===== src/rtl/fp_mult_pipe_if.sv =====
`default_nettype none
// ============================================================================
// Module      : fp_mult_pipe_if
// Description : Operand/result handshake bundle for fp_mult_pipe. The slave
//               modport is the multiplier side; master is the producer/consumer.
// Revision    : 1.0 - initial release
// ============================================================================
interface fp_mult_pipe_if #(
    parameter int EXP_W = 5,
    parameter int MAN_W = 10
);
    localparam int W = 1 + EXP_W + MAN_W;

    logic           in_valid;
    logic           in_ready;
    logic [W-1:0]   A;
    logic [W-1:0]   B;
    logic [1:0]     rnd_mode;
    logic           out_valid;
    logic           out_ready;
    logic [W-1:0]   out;
    logic [3:0]     flags;

    modport slave (
        input  in_valid, A, B, rnd_mode, out_ready,
        output in_ready, out_valid, out, flags
    );

    modport master (
        output in_valid, A, B, rnd_mode, out_ready,
        input  in_ready, out_valid, out, flags
    );
endinterface
`default_nettype wire


===== src/rtl/fp_mult_pipe.sv =====
`default_nettype none
// ============================================================================
// Module      : fp_mult_pipe
// Description : Pipelined IEEE-754 binary multiplier (fp16 by default) with a
//               valid/ready handshake, 2..4 stage latency, four rounding modes
//               and invalid/overflow/underflow/inexact flags. Subnormals are
//               flushed to signed zero on input and output.
// Revision    : 1.0 - initial release
// ============================================================================
module fp_mult_pipe #(
    parameter int EXP_W  = 5,
    parameter int MAN_W  = 10,
    parameter int STAGES = 3    // legal range 2..4
) (
    input  wire          CLK,
    input  wire          RESETn,
    fp_mult_pipe_if.slave bus
);
    localparam int W  = 1 + EXP_W + MAN_W;
    localparam int SW = MAN_W + 1;        // significand incl. hidden bit
    localparam int PW = 2 * SW;           // raw product width
    localparam int XW = EXP_W + 2;        // signed working exponent

    localparam logic [XW-1:0] c_BIAS = XW'((1 << (EXP_W - 1)) - 1);
    localparam logic [XW-1:0] c_EMAX = XW'((1 << EXP_W) - 1);
    localparam logic [XW-1:0] c_ONE  = XW'(1);
    localparam logic [XW-1:0] c_ZERO = XW'(0);
    localparam logic [1:0]    c_RNE  = 2'd0;
    localparam logic [1:0]    c_RTZ  = 2'd1;
    localparam logic [1:0]    c_RUP  = 2'd2;
    localparam logic [W-1:0]  c_QNAN = {1'b0, {EXP_W{1'b1}}, 1'b1, {(MAN_W-1){1'b0}}};

    // Special-case result travels alongside the datapath and overrides it at pack.
    typedef struct packed {
        logic           spec;
        logic [W-1:0]   sres;
        logic [3:0]     sflg;
        logic [1:0]     rm;
        logic           sign;
        logic [XW-1:0]  exp;
        logic [PW-1:0]  prod;
    } s0_t;

    typedef struct packed {
        logic           spec;
        logic [W-1:0]   sres;
        logic [3:0]     sflg;
        logic [1:0]     rm;
        logic           sign;
        logic [XW-1:0]  exp;
        logic [SW-1:0]  sig;
        logic           rb;     // first bit below the result LSB
        logic           sb;     // OR of everything below rb
    } nrm_t;

    typedef struct packed {
        logic           spec;
        logic [W-1:0]   sres;
        logic [3:0]     sflg;
        logic [1:0]     rm;
        logic           sign;
        logic [XW-1:0]  exp;
        logic [SW-1:0]  sig;
        logic           inx;
    } rnd_t;

    typedef struct packed {
        logic [W-1:0]   res;
        logic [3:0]     flg;
    } res_t;

    function automatic s0_t f_unpack(input logic [W-1:0] a, input logic [W-1:0] b,
                                     input logic [1:0] rm);
        s0_t                o;
        logic [EXP_W-1:0]   ea, eb;
        logic [MAN_W-1:0]   ma, mb;
        logic               nan_a, nan_b, inf_a, inf_b, zero_a, zero_b, snan_a, snan_b;
        ea     = a[W-2 -: EXP_W];
        eb     = b[W-2 -: EXP_W];
        ma     = a[MAN_W-1:0];
        mb     = b[MAN_W-1:0];
        nan_a  = (&ea) & (|ma);
        nan_b  = (&eb) & (|mb);
        inf_a  = (&ea) & ~(|ma);
        inf_b  = (&eb) & ~(|mb);
        zero_a = ~(|ea);    // subnormals count as zero
        zero_b = ~(|eb);
        snan_a = nan_a & ~ma[MAN_W-1];
        snan_b = nan_b & ~mb[MAN_W-1];
        o      = '0;
        o.rm   = rm;
        o.sign = a[W-1] ^ b[W-1];
        o.exp  = XW'(ea) + XW'(eb) - c_BIAS;
        o.prod = PW'({1'b1, ma}) * PW'({1'b1, mb});
        if (nan_a | nan_b) begin
            o.spec = 1'b1;
            o.sres = c_QNAN;
            o.sflg = {snan_a | snan_b, 3'b000};
        end else if ((inf_a & zero_b) | (zero_a & inf_b)) begin
            o.spec = 1'b1;
            o.sres = c_QNAN;
            o.sflg = 4'b1000;
        end else if (inf_a | inf_b) begin
            o.spec = 1'b1;
            o.sres = {o.sign, {EXP_W{1'b1}}, {MAN_W{1'b0}}};
        end else if (zero_a | zero_b) begin
            o.spec = 1'b1;
            o.sres = {o.sign, {(W-1){1'b0}}};
        end
        return o;
    endfunction

    // Product lies in [1,4); bring it to [1,2) and split off round/sticky.
    function automatic nrm_t f_norm(input s0_t i);
        nrm_t o;
        o.spec = i.spec;
        o.sres = i.sres;
        o.sflg = i.sflg;
        o.rm   = i.rm;
        o.sign = i.sign;
        if (i.prod[PW-1]) begin
            o.exp = i.exp + c_ONE;
            o.sig = i.prod[PW-1 -: SW];
            o.rb  = i.prod[PW-SW-1];
            o.sb  = |i.prod[PW-SW-2:0];
        end else begin
            o.exp = i.exp;
            o.sig = i.prod[PW-2 -: SW];
            o.rb  = i.prod[PW-SW-2];
            o.sb  = |i.prod[PW-SW-3:0];
        end
        return o;
    endfunction

    function automatic rnd_t f_round(input nrm_t i);
        rnd_t        o;
        logic        inc;
        logic [SW:0] sum;
        case (i.rm)
            c_RNE:   inc = i.rb & (i.sb | i.sig[0]);
            c_RTZ:   inc = 1'b0;
            c_RUP:   inc = (i.rb | i.sb) & ~i.sign;
            default: inc = (i.rb | i.sb) & i.sign;
        endcase
        sum    = {1'b0, i.sig} + {{SW{1'b0}}, inc};
        o.spec = i.spec;
        o.sres = i.sres;
        o.sflg = i.sflg;
        o.rm   = i.rm;
        o.sign = i.sign;
        o.inx  = i.rb | i.sb;
        if (sum[SW]) begin
            o.exp = i.exp + c_ONE;
            o.sig = {1'b1, {MAN_W{1'b0}}};
        end else begin
            o.exp = i.exp;
            o.sig = sum[SW-1:0];
        end
        return o;
    endfunction

    function automatic res_t f_pack(input rnd_t i);
        res_t         o;
        logic [W-1:0] maxf, inf;
        maxf = {i.sign, {(EXP_W-1){1'b1}}, 1'b0, {MAN_W{1'b1}}};
        inf  = {i.sign, {EXP_W{1'b1}}, {MAN_W{1'b0}}};
        if (i.spec) begin
            o.res = i.sres;
            o.flg = i.sflg;
        end else if ($signed(i.exp) >= $signed(c_EMAX)) begin
            o.flg = 4'b0101;
            case (i.rm)
                c_RNE:   o.res = inf;
                c_RTZ:   o.res = maxf;
                c_RUP:   o.res = i.sign ? maxf : inf;
                default: o.res = i.sign ? inf : maxf;
            endcase
        end else if ($signed(i.exp) <= $signed(c_ZERO)) begin
            o.res = {i.sign, {(W-1){1'b0}}};
            o.flg = 4'b0011;
        end else begin
            o.res = {i.sign, i.exp[EXP_W-1:0], i.sig[MAN_W-1:0]};
            o.flg = {3'b000, i.inx};
        end
        return o;
    endfunction

    logic [STAGES-1:0] r_v;
    logic [STAGES-1:0] w_acc;     // stage k can take new contents this cycle
    logic              w_in_fire;
    s0_t               r_s0;
    res_t              r_res;

    // Ready chain: a stage accepts if it, or any stage after it, is empty, or the sink is ready.
    always_comb begin : comb_acc
        logic hole;
        hole  = 1'b0;
        w_acc = '0;
        for (int k = 0; k < STAGES; k++) begin
            hole = 1'b0;
            for (int j = k; j < STAGES; j++) begin
                hole = hole | ~r_v[j];
            end
            w_acc[k] = hole | bus.out_ready;
        end
    end

    assign bus.in_ready  = w_acc[0];
    assign w_in_fire     = bus.in_valid & w_acc[0];
    assign bus.out_valid = r_v[STAGES-1];
    assign bus.out       = r_res.res;
    assign bus.flags     = r_res.flg;

    // Stage valid bits shift forward wherever the receiving stage can accept.
    always_ff @(posedge CLK) begin
        if (!RESETn) begin
            r_v <= '0;
        end else begin
            if (w_acc[0]) r_v[0] <= bus.in_valid;
            for (int k = 1; k < STAGES; k++) begin
                if (w_acc[k]) r_v[k] <= r_v[k-1];
            end
        end
    end

    // Stage 0: unpack, classify, exponent sum and raw significand product.
    always_ff @(posedge CLK) begin
        if (!RESETn)        r_s0 <= '0;
        else if (w_in_fire) r_s0 <= f_unpack(bus.A, bus.B, bus.rnd_mode);
    end

    if (STAGES == 2) begin : g_st2
        // Final stage: normalise, round and pack in one step.
        always_ff @(posedge CLK) begin
            if (!RESETn)                  r_res <= '0;
            else if (w_acc[1] & r_v[0])   r_res <= f_pack(f_round(f_norm(r_s0)));
        end
    end else if (STAGES == 3) begin : g_st3
        nrm_t r_n;
        // Middle stage: normalise.
        always_ff @(posedge CLK) begin
            if (!RESETn)                  r_n <= '0;
            else if (w_acc[1] & r_v[0])   r_n <= f_norm(r_s0);
        end
        // Final stage: round and pack.
        always_ff @(posedge CLK) begin
            if (!RESETn)                  r_res <= '0;
            else if (w_acc[2] & r_v[1])   r_res <= f_pack(f_round(r_n));
        end
    end else if (STAGES == 4) begin : g_st4
        nrm_t r_n;
        rnd_t r_rd;
        // Middle stage: normalise.
        always_ff @(posedge CLK) begin
            if (!RESETn)                  r_n <= '0;
            else if (w_acc[1] & r_v[0])   r_n <= f_norm(r_s0);
        end
        // Round stage.
        always_ff @(posedge CLK) begin
            if (!RESETn)                  r_rd <= '0;
            else if (w_acc[2] & r_v[1])   r_rd <= f_round(r_n);
        end
        // Final stage: overflow/underflow resolution and pack.
        always_ff @(posedge CLK) begin
            if (!RESETn)                  r_res <= '0;
            else if (w_acc[3] & r_v[2])   r_res <= f_pack(r_rd);
        end
    end
endmodule
`default_nettype wire


===== src/flat_wrapper.sv =====
// flat-port wrapper written by rule: the top's interface ports become plain ports
module fp_mult_pipe_flat 
#(
    parameter int EXP_W  = 5,
    parameter int MAN_W  = 10,
    parameter int STAGES = 3                       
)
  (CLK, RESETn, bus_in_valid, bus_A, bus_B, bus_rnd_mode, bus_out_ready, bus_in_ready, bus_out_valid, bus_out, bus_flags);
  fp_mult_pipe_if #(.EXP_W(EXP_W), .MAN_W(MAN_W)) bus_i ();
  input  wire CLK;
  input  wire RESETn;
  input wire logic [$bits(bus_i.in_valid)-1:0] bus_in_valid;
  input wire logic [$bits(bus_i.A)-1:0] bus_A;
  input wire logic [$bits(bus_i.B)-1:0] bus_B;
  input wire logic [$bits(bus_i.rnd_mode)-1:0] bus_rnd_mode;
  input wire logic [$bits(bus_i.out_ready)-1:0] bus_out_ready;
  output wire logic [$bits(bus_i.in_ready)-1:0] bus_in_ready;
  output wire logic [$bits(bus_i.out_valid)-1:0] bus_out_valid;
  output wire logic [$bits(bus_i.out)-1:0] bus_out;
  output wire logic [$bits(bus_i.flags)-1:0] bus_flags;
  assign bus_i.in_valid = bus_in_valid;
  assign bus_i.A = bus_A;
  assign bus_i.B = bus_B;
  assign bus_i.rnd_mode = bus_rnd_mode;
  assign bus_i.out_ready = bus_out_ready;
  assign bus_in_ready = bus_i.in_ready;
  assign bus_out_valid = bus_i.out_valid;
  assign bus_out = bus_i.out;
  assign bus_flags = bus_i.flags;
  fp_mult_pipe #(.EXP_W(EXP_W), .MAN_W(MAN_W), .STAGES(STAGES)) u_core (.CLK(CLK), .RESETn(RESETn), .bus(bus_i));
endmodule

===== config.mk =====
export PLATFORM = sky130hd
export DESIGN_NAME = fp_mult_pipe_flat
export DESIGN_NICKNAME = d
export VERILOG_FILES = /design/src/rtl/fp_mult_pipe_if.sv /design/src/rtl/fp_mult_pipe.sv /design/src/flat_wrapper.sv
export SDC_FILE = /design/constraint.sdc
export NUM_CORES = 1
export LEC_CHECK = 0
export BUFFER_PORTS_ARGS = -buffer_cell sky130_fd_sc_hd__clkbuf_2
export CAP_MARGIN = 20
export CORE_UTILIZATION = 44
export DETAILED_ROUTE_END_ITERATION = 12
export PLACE_DENSITY = 0.61
export SLEW_MARGIN = 20
export SYNTH_ARGS = -nofsm -noshare
export SYNTH_HDL_FRONTEND = slang
export SYNTH_SLANG_ARGS = --single-unit

===== constraint.sdc =====
create_clock -name CLK -period 9.4 [get_ports CLK]
set_input_delay 0.47 -clock CLK [delete_from_list [all_inputs] [get_ports CLK]]
set_output_delay 0.47 -clock CLK [all_outputs]
set_load 0.02 [all_outputs]

==> reports/results.ini, run 1 <==
[clocking]
cts_buffer_depth = 2
cts_tree = done
cts_resized = 0
cts_buffers = 9
ctsRootBufferMaster = clkbuf_16
ctsHoldBuffers = 0
clk-insertion-delay-late_ns = 0.34
cts.sinks = 88
cts_setup_buffers = 0
path_clk_slew_ns = 0.06
cts_max_level = 3

[synthesis]
syn_area_um2 = 8412
synth-compound-area-share_pct = 14.61
ys.warnings.count = 0
ys_seq_area_share_pct = 20.94
synth-main-ff-cell = dfxtp_1
synthAdderAreaFrac_pct = 29.84
synth_top_cell_by_area = dfxtp_1
async_reset_ff_share_pct = 0
synth-edff-count = 0
synth_top_area_share_pct = 20.94
synth_top_family_by_area = adder cells
synth_area_per_cell_um2 = 8.255
yosys.area_share.simple_pct = 20.51
ys_ff_latch = 88
synth.net_count = 1209
synthMuxAreaShare_pct = 1.785
synth.area.top_cells = dfxtp_1 21%, fa_1 19%, ha_1 11%, inv_1 5.9%, nand2_1 5.9%
synth_cells = 1019
synth_cell_types = 66
synthXorXnorAreaFrac_pct = 3.957

[critical_path]
crit_buf_inv = 5
arrival_ns = 5.56
reg2reg_slack_ns = 5.32
cp_slowest_cell = or4b_2
crit_required_ns = 9.64
path_max_fanout = 13
crit_family = adder cells
cpMostUsedCell = fa_1
crit_path_end_kind = flip-flop
crit_type = in2reg
critPathMaxStageDelay_ns = 0.71
crit_chain = clkbuf_2 -> and2_1 -> fa_1 -> inv_1 -> fa_1 -> inv_1 -> fa_1 -> fa_1 -> inv_1 -> fa_1 -> inv_1 -> ha_1 -> nand3_1 -> or4b_2 -> a31oi_1 -> a211oi_1 -> a211oi_1
start_kind = input port

[route]
viasPerCell = 5.249
wl_mm = 18.64
wl_per_cell_um = 14.55
drc = 0
antenna_left = 0
drt_iter0_markers = 287
dr.pass1.iters = 5
num_vias = 6724

[floorplanning]
start_util_pct = 44.97
pin_count = 60
core_um2 = 18710
die-area_um2 = 19670
fp.dieH_um = 140.3
die_w_um = 140.3
row_count = 50

[sta]
tightest_slew_ns = 0.8916
setup-violations-final = 0
fin_crit_sh_pct = 56.65
grt_setup_unrepaired = false
setup_tns_ns = 0
drv_slew = 0
maxSlewHeadroom_pct = 40.56
fin_skew_ns = 0.007175
hold_violations = 0
fin_crit_ns = 5.326
fmax_ghz = 0.1878

[global_routing]
grt_pass1_wl_mm = 32.51
track_usage_pct = 20.31
grt_max_degree = 64
grt_pass1_vias = 6653
grt_antenna_before_repair = 0
grt-ovfl-total = 0

[pwr]
p_per_area_nw_per_um2 = 229.6
p_leak_nw = 4.202
vdd_ir_drop_max_mv = 0.1350

[placement]
place.gp.congestion = 0.8681
numPortBuffers = 59
post-dp-hpwl_mm = 14.50

[layout]
syn_to_final_growth_pct = 9.163
regArea_um2 = 1762
multi_input_area_um2 = 5962
n_antenna_cell = 0
final_util_pct = 49.09
drive_above_1_share_pct = 9.456
num-fill-cells = 1839
fin_nets = 1232

[run_status]
status = finished clean

[job]
maxCapViolations = 0

[worst_hold_path]
hold_class = in2reg

-- where the power goes --
group	internal [W]	leakage [nW]	switching [W]
clock	0.000259	0.162	0.000144
combinational	0.000546	3.32	0.000705
sequential	0.000418	0.721	0.0000367
-- synth_stat cells (3+ instances only) --
master and n:
inv_1 133, nand2_1 132, dfxtp_1 88, fa_1 81, nor2_1 81, ha_1 71, a21oi_1 49, and2_1 47
clkbuf_1 44, nand3_1 33, a211oi_1 30, o21ai_0 28, xnor2_1 22, xor2_1 16, mux2i_1 15, a21o_1 13
nor3_1 13, o211ai_1 8, o21a_1 8, or3_1 8, a2bb2oi_1 6, and3_1 6, nand4_1 6, nor4_1 6
buf_1 5, nor2b_1 5, o31ai_1 5, a31oi_1 4, nand3b_1 4, a311oi_1 3, nand2b_1 3, o221a_2 3
or4_1 3
-- worst register-to-register path, cell delays in order, from the launching register on --
cell	delay [ns]
dfxtp_1	0.43
nand2b_1	0.18
inv_1	0.07
ha_1	0.26
nor2b_1	0.16
o21ai_0	0.10
a21bo_2	0.19
ha_1	0.20
nand4_2	0.26
nor4_1	0.42
xor2_1	0.56
a21oi_2	0.14
nor4b_2	0.67
a2bb2oi_1	0.19
o21ai_0	0.17
-- through the flow --
stage	total power [W]	setup slack [ns]	cells	instance area (µm²)	hold slack (ns)
global placement	0.001698	3.772	1265	8845	0.4364
detailed placement	0.001712	3.714	1265	8845	0.4410
CTS	0.002128	4.067	1281	9181	0.3589
finish	0.002109	4.074	1281	9183	0.3731
global route	0.002356	3.768	1281	9183	0.3695
floorplan	0.001462	4.046	1019	8412	0.4272
-- registers in the layout, summed over array words and instances (netlist names) --
| signal | cells |
|---|---|
| u_core.r_s0 | 37 |
| u_core.g_st3.r_n | 28 |
| u_core.bus.out | 16 |
| u_core.bus.flags | 4 |
| u_core.r_v | 3 |
-- layout make-up --
class / count / share of cell area [%]
Clock buffer: 10 / 2.494
Clock inverter: 6 / 1.172
Inverter: 134 / 5.491
Multi-Input combinational cell: 746 / 64.93
Sequential cell: 88 / 19.19
Tap cell: 234 / 3.188
Timing Repair Buffer: 63 / 3.543
-- placed cells by master, fill, tap and decap left out, types with 8 or more instances in the layout --
cell and instances:
o211ai_1 8, a21o_1 13, nand2_1 132, or3_1 8
a211oi_1 30, o21a_1 8, a21oi_1 49, fa_1 81
clkbuf_16 9, and2_1 47, xnor2_1 22, inv_1 133
clkbuf_2 59, dfxtp_1 88, nand3_1 33, ha_1 71
nor2_1 81, nor3_1 13, o21ai_0 28, mux2i_1 15
xor2_1 16
-- final timing paths --
path              cells after the start                 start           endpoint
setup / recovery                     17              bus_B[9]    u_core.r_s0[20]
hold / removal                        3       bus_rnd_mode[0]    u_core.r_s0[30]
setup reg to reg                     14  u_core.g_st3.r_n[21]  u_core.bus.out[0]
hold reg to reg                       2        u_core.r_s0[6]     u_core.r_s0[6]
-- routing by layer --
metal | global-route usage [%] | part of all wire, % | vias up | routed length [µm]
li1 | - | - | 3426 | -
met1 | 26.89 | 48 | 3175 | 9019
met2 | 34.74 | 47 | 105 | 8823
met3 | 2.769 | 3.0 | 18 | 562
met4 | 5.379 | 1.2 | 0 | 229
met5 | 0 | 0 | - | 0
-- cell families (layout without fill, tap and decap cells) --
family,count (synthesis),count (layout)
and+or+nand+nor,360,360
buffers and inverters,185,213
AOI/OAI and AO/OA,181,181
adders and majority gates,152,152
DFF,88,88
xor gates and xnor gates,38,38
muxes,15,15
(Power assumes the default switching activity.)
==> inputs of run 2 (changes only) <==
==> constraint.sdc (replaced) <==
create_clock -name CLK -period 5.1 [get_ports CLK]
set_input_delay 0.255 -clock CLK [delete_from_list [all_inputs] [get_ports CLK]]
set_output_delay 0.255 -clock CLK [all_outputs]
set_load 0.02 [all_outputs]
==> run 2 against run 1 <==
Wire length grew 1.5%; via count grew 2.2%; global-route usage grew 0.35 points; critical path type unchanged; largest cell class unchanged; clock skew grew 0.0015 ns; combinational power grew 110%.
==> reports/results.ini, run 2 (synthesized netlist as in run 1, its figures left out) <==
[run_status]
status = finished clean

[sta]
grt_setup_unrepaired = false
holdWs_ns = 0.1639  ; -0.2091 ns
fin_skew_ns = 0.008646  ; +0.001471 ns
maxSlewHeadroom_pct = 44.68  ; +4.1 points
drv_slew = 0  ; unchanged
fin_crit_sh_pct = 93.86
fin_crit_ns = 4.787
setup_tns_ns = 0  ; unchanged
setup-violations-final = 0  ; unchanged
tightest_slew_ns = 0.8281  ; -0.06350 ns
fmax_ghz = 0.2089
hold_violations = 0  ; unchanged

[layout]
drive_above_1_share_pct = 13.28  ; +3.8 points
fin_nets = 1277  ; +3.7%
largest_reg_flops = 37  ; unchanged
num-fill-cells = 1799  ; -2.2%
finalInstanceArea_um2 = 9512  ; +3.6%
mostFrequentLayoutCells = 133 x inv_1, 132 x nand2_1, 88 x dfxtp_1
regMostFlops = u_core.r_s0
syn_to_final_growth_pct = 13.07
final_common_cell = inv_1
n_antenna_cell = 0  ; unchanged
fin_cells = 1326  ; +3.5%

[route]
num_vias = 6870  ; +2.2%
dr.pass1.iters = 4  ; -1
wl_mm = 18.91  ; +1.5%
viasPerCell = 5.181  ; -1.3%
drt_iter0_markers = 268  ; -6.6%
drc = 0  ; unchanged
wl_per_cell_um = 14.26  ; -2.0%
antenna_left = 0  ; unchanged

[placement]
dp_cells = 1310  ; +3.6%
post-dp-hpwl_mm = 15.21  ; +4.9%
place.gp.congestion = 0.8659  ; -0.25%
numPortBuffers = 59  ; unchanged
post_dp_cell_area_um2 = 9189  ; +3.9%

[global_routing]
track_usage_pct = 20.65  ; +0.35 points
grt_antenna_before_repair = 0  ; unchanged
grt-ovfl-total = 0  ; unchanged
grt_max_degree = 48  ; -25%
grt_pass1_vias = 6744  ; +1.4%
grt_pass1_wl_mm = 32.94  ; +1.3%

[critical_path]
arrival_ns = 5.05  ; -0.51 ns
cp_slowest_cell = or4b_2
crit_type = in2reg
crit_chain = clkbuf_2 -> inv_1 -> nor2_1 -> fa_1 -> fa_1 -> fa_1 -> fa_1 -> inv_1 -> fa_1 -> inv_1 -> ha_1 -> nand3_1 -> or4b_2 -> a31oi_2 -> xnor2_1 -> a211oi_1
crit_required_ns = 5.36  ; -4.28 ns
path_max_fanout = 10  ; -3
crit-reg2reg-launch = u_core.g_st3.r_n[21]
critPathMaxStageDelay_ns = 0.73  ; +0.02 ns
crit_path_end_kind = flip-flop
cpMostUsedCell = fa_1
start_kind = input port
reg2reg_slack_ns = 1.10  ; -4.22 ns
startpoint = bus_B[7]

[pwr]
vdd_ir_drop_max_mv = 0.2612  ; +93%
p_leak_nw = 4.410  ; +4.9%
total_power_w = 0.004166  ; +98%
p_per_area_nw_per_um2 = 438.0  ; +91%

[floorplanning]
fp.dieH_um = 140.3  ; unchanged
row_count = 50  ; unchanged
pin_count = 60  ; unchanged
die_w_um = 140.3  ; unchanged
start_util_pct = 44.97  ; unchanged
die-area_um2 = 19670  ; unchanged
core_um2 = 18710  ; unchanged

[job]
maxCapViolations = 0  ; unchanged

[clocking]
cts_setup_buffers = 0  ; unchanged
clk-insertion-delay-late_ns = 0.34  ; about the same
cts_max_level = 3  ; unchanged
path_clk_slew_ns = 0.07  ; about the same
ctsRootBufferMaster = clkbuf_16
cts_buffers = 9  ; unchanged
cts_tree = done
cts_resized = 0  ; unchanged
ctsHoldBuffers = 0  ; unchanged
cts.sinks = 88  ; unchanged
cts_buffer_depth = 2  ; unchanged

[worst_hold_path]
hold_class = in2reg
min_from = bus_rnd_mode[0]

-- run 2: cell count changes in the layout (fill, tap and decap cells not counted), sizes merged --
cell	previous run	this run
buf	4	49
bufinv	3	2
clkbuf	69	70
clkinv	3	1
clkinvlp	1	2
inv	133	134
-- run 2: final cells by class --
type	instances	area, µm²	share of cell area (%)
multi-input combinational	746	5968	62.75
sequential	88	1762	18.52
timing repair buffer	108	663.1	6.972
inverter	134	503.0	5.288
tap	234	292.8	3.078
clock buffer	11	242.7	2.552
clock inverter	5	80.08	0.8419
-- run 2: layer usage --
layer | GRT usage, % | vias to the layer above | share of wire, %
met1 | 27.02 | 3244 | 48
met4 | 4.280 | 0 | 1.0
met2 | 36.03 | 95 | 48
met3 | 3.111 | 15 | 3.2
li1 | - | 3516 | -
met5 | 0 | - | 0
-- run 2: report_power, final --
group          leakage [nW]  switching, W  internal (W)  total [W]
sequential            0.721     0.0000686      0.000770   0.000838
clock                 0.152      0.000271      0.000442   0.000713
combinational          3.54       0.00135       0.00127    0.00262
-- run 2: final timing paths --
check / endpoint / depth (start not counted)
worst max-delay path: u_core.r_s0[18] / 16
worst min-delay path: u_core.r_s0[30] / 3
worst max register to register: u_core.bus.out[0] / 14
worst min register to register: u_core.r_s0[0] / 2
-- run 2: metrics by stage --
stage	util, %	worst slack, ns
global placement	49.12	0.008082
floorplan	-	0.01494
global route	50.85	0.07770
detailed placement	49.12	-0.03775
CTS	50.85	0.3226
finish	50.85	0.3133
-- run 2: critical path: cells and delay by family --
kind            cells  cell delay, ns
compound gates      2            0.49
xor+xnor            1            0.09
fa+ha+maj           6            2.82
buf+inv             4            0.43
simple gates        3            1.00
==> inputs of run 3 (changes only) <==
--- a/config.mk
+++ b/config.mk
@@ -8,6 +8,7 @@
 export BUFFER_PORTS_ARGS = -buffer_cell sky130_fd_sc_hd__clkbuf_2
 export CAP_MARGIN = 20
 export CORE_UTILIZATION = 44
+export CTS_BUF_LIST = sky130_fd_sc_hd__clkbuf_4 sky130_fd_sc_hd__clkbuf_8
 export DETAILED_ROUTE_END_ITERATION = 12
 export PLACE_DENSITY = 0.61
 export SLEW_MARGIN = 20
==> run 3 against run 2 <==
Critical path type unchanged; via count is essentially flat; non-clock buffer count is the same; clock power shrank 23%; critical endpoint unchanged; final cell count is the same; largest power group unchanged; fmax grew 0.40%; combinational power is essentially flat; global-route usage is essentially flat; power shrank 4.0%.
==> reports/results.ini, run 3 (synthesized netlist as in run 1, its figures left out) <==
[floorplanning]
fp.dieH_um = 140.3  ; unchanged
core_um2 = 18710  ; unchanged
row_count = 50  ; unchanged
die-area_um2 = 19670  ; unchanged
pin_count = 60  ; unchanged
start_util_pct = 44.97  ; unchanged
die_w_um = 140.3  ; unchanged

[clocking]
cts_setup_buffers = 0  ; unchanged
ctsHoldBuffers = 0  ; unchanged
cts_tree = done
ctsRootBufferMaster = clkbuf_8
cts_resized = 0  ; unchanged
cts_max_level = 3  ; unchanged
cts.sinks = 88  ; unchanged
clk-insertion-delay-late_ns = 0.37  ; +0.03 ns
cts_buffers = 9  ; unchanged
path_clk_slew_ns = 0.09  ; +0.02 ns
cts_buffer_depth = 2  ; unchanged

[critical_path]
r2r_cells = 14  ; unchanged
start_kind = input port
startpoint = bus_B[7]
crit_cells = 16  ; unchanged
crit_family = adder cells
crit_chain = clkbuf_2 -> inv_1 -> nor2_1 -> fa_1 -> fa_1 -> fa_1 -> fa_1 -> inv_1 -> fa_1 -> inv_1 -> ha_1 -> nand3_1 -> or4b_2 -> a31oi_2 -> xnor2_1 -> a211oi_1
crit_required_ns = 5.39  ; +0.03 ns
critPathMaxStageDelay_ns = 0.73  ; about the same
crit_type = in2reg
cp_slowest_cell = or4b_2
crit-reg2reg-launch = u_core.g_st3.r_n[21]
crit_buf_inv = 4  ; unchanged
cpMostUsedCell = fa_1
arrival_ns = 5.06  ; about the same
path_max_fanout = 10  ; unchanged
crit_path_end_kind = flip-flop

[route]
antenna_left = 0  ; unchanged
drc = 0  ; unchanged
dr.pass1.iters = 4  ; unchanged
num_vias = 6864  ; -0.087%
wl_mm = 18.91  ; about the same
viasPerCell = 5.176  ; about the same
drt_iter0_markers = 280  ; +4.5%
wl_per_cell_um = 14.26  ; about the same

[sta]
holdWs_ns = 0.1313  ; -0.03263 ns
grt_setup_unrepaired = false
tightest_slew_ns = 0.8397  ; +0.01159 ns
fmax_ghz = 0.2098  ; +0.40%
fin_crit_ns = 4.767  ; -0.01930 ns
setup_tns_ns = 0  ; unchanged
fin_crit_sh_pct = 93.48  ; -0.38 points
setup-violations-final = 0  ; unchanged
fin_skew_ns = 0.01106  ; +0.002412 ns
maxSlewHeadroom_pct = 43.91  ; -0.77 points
drv_slew = 0  ; unchanged
setup_ws_ns = 0.3326  ; +0.01930 ns
hold_violations = 0  ; unchanged

[global_routing]
use_met2_pct = 35.79  ; -0.24 points
grt_use_met1_pct = 27.04  ; about the same
grt_busiest_layer = met2
track_usage_pct = 20.62  ; -0.037 points
grt-ovfl-total = 0  ; unchanged
grt_antenna_before_repair = 0  ; unchanged
grt_pass1_vias = 6718  ; -0.39%
grt_pass1_wl_mm = 32.84  ; -0.29%
grt_max_degree = 48  ; unchanged
use_met3_pct = 2.803  ; -0.31 points

[layout]
regMostFlops = u_core.r_s0
largest_reg_flops = 37  ; unchanged
syn_to_final_growth_pct = 11.91
fin_cells = 1326  ; unchanged
mostFrequentLayoutCells = 133 x inv_1, 132 x nand2_1, 88 x dfxtp_1
drive_above_1_share_pct = 13.37  ; +0.092 points
final_common_cell = inv_1
n_antenna_cell = 0  ; unchanged
fin_nets = 1277  ; unchanged

[pwr]
p_leak_nw = 4.367  ; -0.97%
vdd_ir_drop_max_mv = 0.2605  ; -0.27%
p_per_area_nw_per_um2 = 424.9  ; -3.0%

[placement]
preCtsSetupSlack_ns = -0.03775  ; unchanged
post-dp-hpwl_mm = 15.21  ; unchanged
numPortBuffers = 59  ; unchanged
place.gp.congestion = 0.8659  ; unchanged
dp_cells = 1310  ; unchanged

[worst_hold_path]
min_from = bus_rnd_mode[0]
hold_class = in2reg
hold_depth = 3  ; unchanged

[run_status]
status = finished clean

[job]
maxCapViolations = 0  ; unchanged

[run 3: cell types whose count changed in the layout (fill, tap and decap cells not counted)]
cell / change
clkbuf_4: +1
clkbuf_8: +9
clkbuf_1: -1
clkbuf_16: -9
[run 3: final timing paths]
check / slack, ns / end
setup / recovery: 0.33 / u_core.r_s0[18]
hold / removal: 0.13 / u_core.r_s0[30]
hold reg to reg: 0.45 / u_core.r_s0[0]
setup reg to reg: 1.05 / u_core.bus.out[0]
[run 3: final cells by class]
type	instances	area [µm²]
Fill cell	1804	9291
Clock inverter	5	80.08
Sequential cell	88	1762
Tap cell	234	292.8
Clock buffer	11	145.1
Inverter	134	503.0
Multi-Input combinational cell	746	5968
Timing Repair Buffer	108	663.1
[run 3: worst register-to-register path, cell delays in order, from the launching register on]
cell and delay [ns]:
dfxtp_1 0.45, nand2b_1 0.18, inv_1 0.07, ha_1 0.26
nor2b_1 0.15, o21ai_0 0.11, a21bo_2 0.19, ha_1 0.20
nand4_2 0.26, nor4_1 0.41, xor2_1 0.55, a21oi_2 0.13
nor4b_2 0.66, a2bb2oi_1 0.20, o21ai_0 0.17
[run 3: report_power, final]
| group | switching, W | internal [W] |
|---|---|---|
| logic | 0.00135 | 0.00127 |
| registers | 0.0000682 | 0.000769 |
| clock network | 0.000254 | 0.000294 |
| total | 0.00167 | 0.00233 |
[run 3: through the flow]
step	utilization, %	cell area (µm²)	total power, W
final	50.33	9414	0.004000
after global routing	50.33	9414	0.004445
after CTS	50.33	9414	0.004041
after detailed placement	49.12	9189	0.003479
after global placement	49.12	9189	0.003457
after floorplan	-	8418	0.002704
[run 3: per-layer routing]
metal	part of all wire, %	vias up
met5	0	-
met4	1.1	0
met3	2.9	16
met2	48	94
met1	48	3246
li1	-	3508
